File: config.mk
export PLATFORM = sky130hd
export DESIGN_NAME = fifo_ctrl
export DESIGN_NICKNAME = d
export VERILOG_FILES = /design/src/rtl/fifo_ctrl.sv
export SDC_FILE = /design/constraint.sdc
export NUM_CORES = 1
export LEC_CHECK = 0
export ABC_AREA = 1
export CAP_MARGIN = 20
export CORE_AREA = 2 2 51 53
export CTS_CLUSTER_DIAMETER = 30
export DETAILED_ROUTE_END_ITERATION = 12
export DIE_AREA = 0 0 53 55
export PLACE_DENSITY = 0.82
export SLEW_MARGIN = 15
export SYNTH_ARGS = -nofsm -noshare
export SYNTH_HDL_FRONTEND = slang
export SYNTH_SLANG_ARGS = --single-unit
File: constraint.sdc
create_clock -name clk -period 2.05 [get_ports clk]
set_input_delay 0.5125 -clock clk [delete_from_list [all_inputs] [get_ports clk]]
set_output_delay 0.5125 -clock clk [all_outputs]
set_load 0.01 [all_outputs]
File: src/rtl/fifo_ctrl.sv
// Pointer/flag controller that turns a dual-address register RAM into a synchronous FIFO.
// Drives RAM read/write strobes and addresses; tracks occupancy, threshold and sticky error flags.
module fifo_ctrl #(
  parameter int unsigned DEPTH    = 8,
  parameter int unsigned PTR_W    = 3,
  parameter int unsigned ADDR_W   = 4,
  parameter int unsigned AF_LEVEL = 6,
  parameter int unsigned AE_LEVEL = 2
) (
  input  logic              clk,
  input  logic              rst,
  input  logic              flush,
  input  logic              wr_req,
  input  logic              rd_req,
  output logic              write_signal,
  output logic [ADDR_W-1:0] write_addr,
  output logic              read_signal,
  output logic [ADDR_W-1:0] read_addr,
  output logic              rd_valid,
  output logic              full,
  output logic              empty,
  output logic              almost_full,
  output logic              almost_empty,
  output logic [PTR_W:0]    count,
  output logic              overflow,
  output logic              underflow
);

  localparam logic [PTR_W:0] One   = (PTR_W + 1)'(1);
  localparam logic [PTR_W:0] AfLvl = (PTR_W + 1)'(AF_LEVEL);
  localparam logic [PTR_W:0] AeLvl = (PTR_W + 1)'(AE_LEVEL);

  logic [PTR_W:0] wr_ptr_q, wr_ptr_d;
  logic [PTR_W:0] rd_ptr_q, rd_ptr_d;
  logic [PTR_W:0] count_q, count_d;
  logic           rd_valid_q, rd_valid_d;
  logic           overflow_q, overflow_d;
  logic           underflow_q, underflow_d;

  logic ptr_full, ptr_empty;
  logic push, pop;

  // Flags come from registered pointers only; requests never reach them combinationally.
  always_comb begin
    ptr_empty = (wr_ptr_q == rd_ptr_q);
    ptr_full  = (wr_ptr_q[PTR_W-1:0] == rd_ptr_q[PTR_W-1:0]) &&
                (wr_ptr_q[PTR_W] != rd_ptr_q[PTR_W]);
  end

  // Acceptance is judged on the pre-edge state: no fall-through on empty, no write on full.
  always_comb begin
    push = wr_req & ~ptr_full & ~flush;
    pop  = rd_req & ~ptr_empty & ~flush;
  end

  always_comb begin
    wr_ptr_d    = wr_ptr_q;
    rd_ptr_d    = rd_ptr_q;
    count_d     = count_q;
    rd_valid_d  = pop;
    overflow_d  = overflow_q | (wr_req & ptr_full & ~flush);
    underflow_d = underflow_q | (rd_req & ptr_empty & ~flush);
    if (flush) begin
      wr_ptr_d = '0;
      rd_ptr_d = '0;
      count_d  = '0;
    end else begin
      if (push) begin
        wr_ptr_d = wr_ptr_q + One;
      end
      if (pop) begin
        rd_ptr_d = rd_ptr_q + One;
      end
      unique case ({push, pop})
        2'b10:   count_d = count_q + One;
        2'b01:   count_d = count_q - One;
        default: count_d = count_q;
      endcase
    end
  end

  always_ff @(posedge clk) begin
    if (rst) begin
      wr_ptr_q    <= '0;
      rd_ptr_q    <= '0;
      count_q     <= '0;
      rd_valid_q  <= 1'b0;
      overflow_q  <= 1'b0;
      underflow_q <= 1'b0;
    end else begin
      wr_ptr_q    <= wr_ptr_d;
      rd_ptr_q    <= rd_ptr_d;
      count_q     <= count_d;
      rd_valid_q  <= rd_valid_d;
      overflow_q  <= overflow_d;
      underflow_q <= underflow_d;
    end
  end

  always_comb begin
    write_signal = push;
    read_signal  = pop;
    write_addr   = ADDR_W'(wr_ptr_q[PTR_W-1:0]);
    read_addr    = ADDR_W'(rd_ptr_q[PTR_W-1:0]);
    rd_valid     = rd_valid_q;
    full         = ptr_full;
    empty        = ptr_empty;
    almost_full  = (count_q >= AfLvl);
    almost_empty = (count_q <= AeLvl);
    count        = count_q;
    overflow     = overflow_q;
    underflow    = underflow_q;
  end

endmodule

==> impl_metrics.toml <==
[outcome]
status = "complete, no violations"

[floorplan]
initial_core_util = 0.416
coreArea_um2 = 2360
die_y_um = 55
pin_count = 26
die-area_um2 = 2920
die_x_um = 53
rows = 18

[clock_network]
cts_sinks = 15
clk_pin_slew_worst_paths_ps = 100
cts.repair.resized = 18
numCtsBuffers = 3
clk_path_buf_depth = 2
htreeDepth = 1
clock_latency_ps = 300
cts_setup_buffers = 0
postCtsHoldBufs = 0
clockRootBuffer = "clkbuf_4"
cts_tree = "built"

[worst_setup_path]
crit_type = "input pin to register"
endpoint_kind = "register"
cp.required_ps = 2250
crit_slowest_cell = "clkdlybuf4s50_1"
crit_chain = "clkdlybuf4s50_1 > inv_1 > nor2_4 > nand2_4 > inv_4 > ha_4 > inv_1 > fa_2 > xnor2_1 > o21ai_0 > inv_1"
cp.arrival_ps = 2170
r2r_cells = 14
crit_path_frequent_cell = "inv_1"
max_stage_delay_ps = 460
path_max_fanout = 4
startpoint_type = "input pin"

[synthesis]
ys_async_sr_fraction = 0
yosys.area.top_type = "dfxtp_1"
ys_ff_latch = 15
synthCells = 138
synth.distinct_cells = 22
synth_top_cell_area_share = 0.305
seq_area_frac_synth = 0.305
ys.flop_type = "dfxtp_1"
yosysWarnings = 0
avgSynthCellArea_um2 = 7.13
synth_edf_count = 0
yosys-top-cells-area = "dfxtp_1 (31%), nand2_1 (8.8%), nor2_1 (8.0%)"
synth_area_um2 = 983
synthTopCellsByCount = "nand2_1 (23), nor2_1 (21), inv_1 (20), dfxtp_1 (15)"
synth.most_common_cell = "nand2_1"

[global_route]
grt_max_degree = 10
grt_usage = 0.180
grt_pass1_wl_mm = 3.76
grt_pass1_vias = 910
antenna_found_initial = 0
grt-ovfl-total = 0

[route]
via_per_inst = 4.70
vias = 954
drt-pass1-iter-count = 4
routed_wl_mm = 2.37
antenna_left = 0
drt_iter0_drc = 12
wl_per_cell_um = 11.7
post-route-drc-count = 0

[sta]
finalClockSkew_ps = 8.25
fin_crit_ps = 1970
max_freq_mhz = 508
hold_viol_final = 0
setup_tns_ps = 0
period_share = 0.960
setup_viol = 0
slew_viol_final = 0
rsz0062_at_grt = "true"
setup_ws_ps = 83.0

[place]
port_buffers = 23
gp_congestion = 0.800
dp_slack_ps = -482
post-dp-hpwl_mm = 1.86
dpl.cell_count = 199

[final_layout]
regArea_um2 = 310
fin_nets = 185
drive_gt1_frac = 0.301
multi_input_area_um2 = 571
n_antenna_cell = 0
area_delta_synth_final_pct = 39.8
nFillCells = 220
stdcell_count = 203

[power_and_ir_drop]
p_leak_nw = 0.606
peakVddDrop_uv = 368
p_per_area_nw_per_um2 = 433

[worst_hold_path]
hold_depth = 2
hold_class = "register to register"

[job]
drv_cap = 0
-- through the flow --
step | instance area, um^2 | util | power [mW] | hold slack (ps)
CTS | 1370 | 0.580 | 0.596 | 472
detailed placement | 1310 | 0.553 | 0.419 | 455
finish | 1380 | 0.581 | 0.596 | 472
floorplan | 987 | - | 0.369 | 468
global route | 1380 | 0.581 | 0.631 | 493
global placement | 1310 | 0.553 | 0.416 | 447
-- metal layers --
layer	GRT usage	vias to the layer above	share of wire
met5	0	-	0
met4	0.111	0	0.036
met3	0.0323	9	0.053
met2	0.317	34	0.48
met1	0.204	422	0.43
li1	-	489	-
-- state kept, by name, indices dropped and copies added, names as in the netlist --
| name | flops |
|---|---|
| overflow | 1 |
| underflow | 1 |
| wr_ptr_q | 4 |
| rd_valid | 1 |
| rd_ptr_q | 4 |
| count | 4 |
-- power by group --
group	total, mW	switching [mW]	internal [mW]	leakage, nW
logic	0.114	0.0597	0.0544	0.463
registers	0.303	0.00561	0.298	0.125
clock network	0.179	0.106	0.0727	0.0177
-- worst max-delay path, delay by kind of cell --
family / cells / cell delay (ps)
xor+xnor: 1 / 120
fa+ha+maj: 2 / 490
buf+inv: 5 / 710
compound gates: 1 / 140
simple gates: 2 / 190
-- path summary, 6_finish.rpt --
| check | startpoint | to | slack, ps |
|---|---|---|---|
| setup / recovery | rd_req | count[2] | 80 |
| hold / removal | underflow | underflow | 470 |
| setup reg to reg | rd_ptr_q[3] | count[3] | 110 |
| hold reg to reg | underflow | underflow | 470 |
-- kinds of logic after synthesis --
group           count (synthesis)  share of synthesized area
simple gates                   62                      0.312
buf+inv                        34                      0.163
compound gates                 15                     0.0878
flops                          15                      0.305
fa+ha+maj                       6                     0.0840
xor+xnor                        5                     0.0445
other cells                     1                    0.00381
-- final cells by class --
class                      count  share of cell area
clock buffer                   3              0.0164
clock inverter                 1             0.00364
inverter                      26              0.0728
multi-input combinational     90               0.415
sequential                    15               0.226
tap                           30              0.0273
timing repair buffer          38               0.239
-- cell usage in the layout, fill, tap and decap left out, drive strengths merged, types with 3 or more instances in the layout --
master / instances
o21ai: 4
buf: 16
nor2: 22
clkbuf: 4
nand3: 7
dlygate4sd2: 3
inv: 26
ha: 5
nand2: 28
dfxtp: 15
nand4: 3
xnor2: 3
a21oi: 11
clkdlybuf4s50: 18
Note: power is estimated with default switching activity, not from simulation.
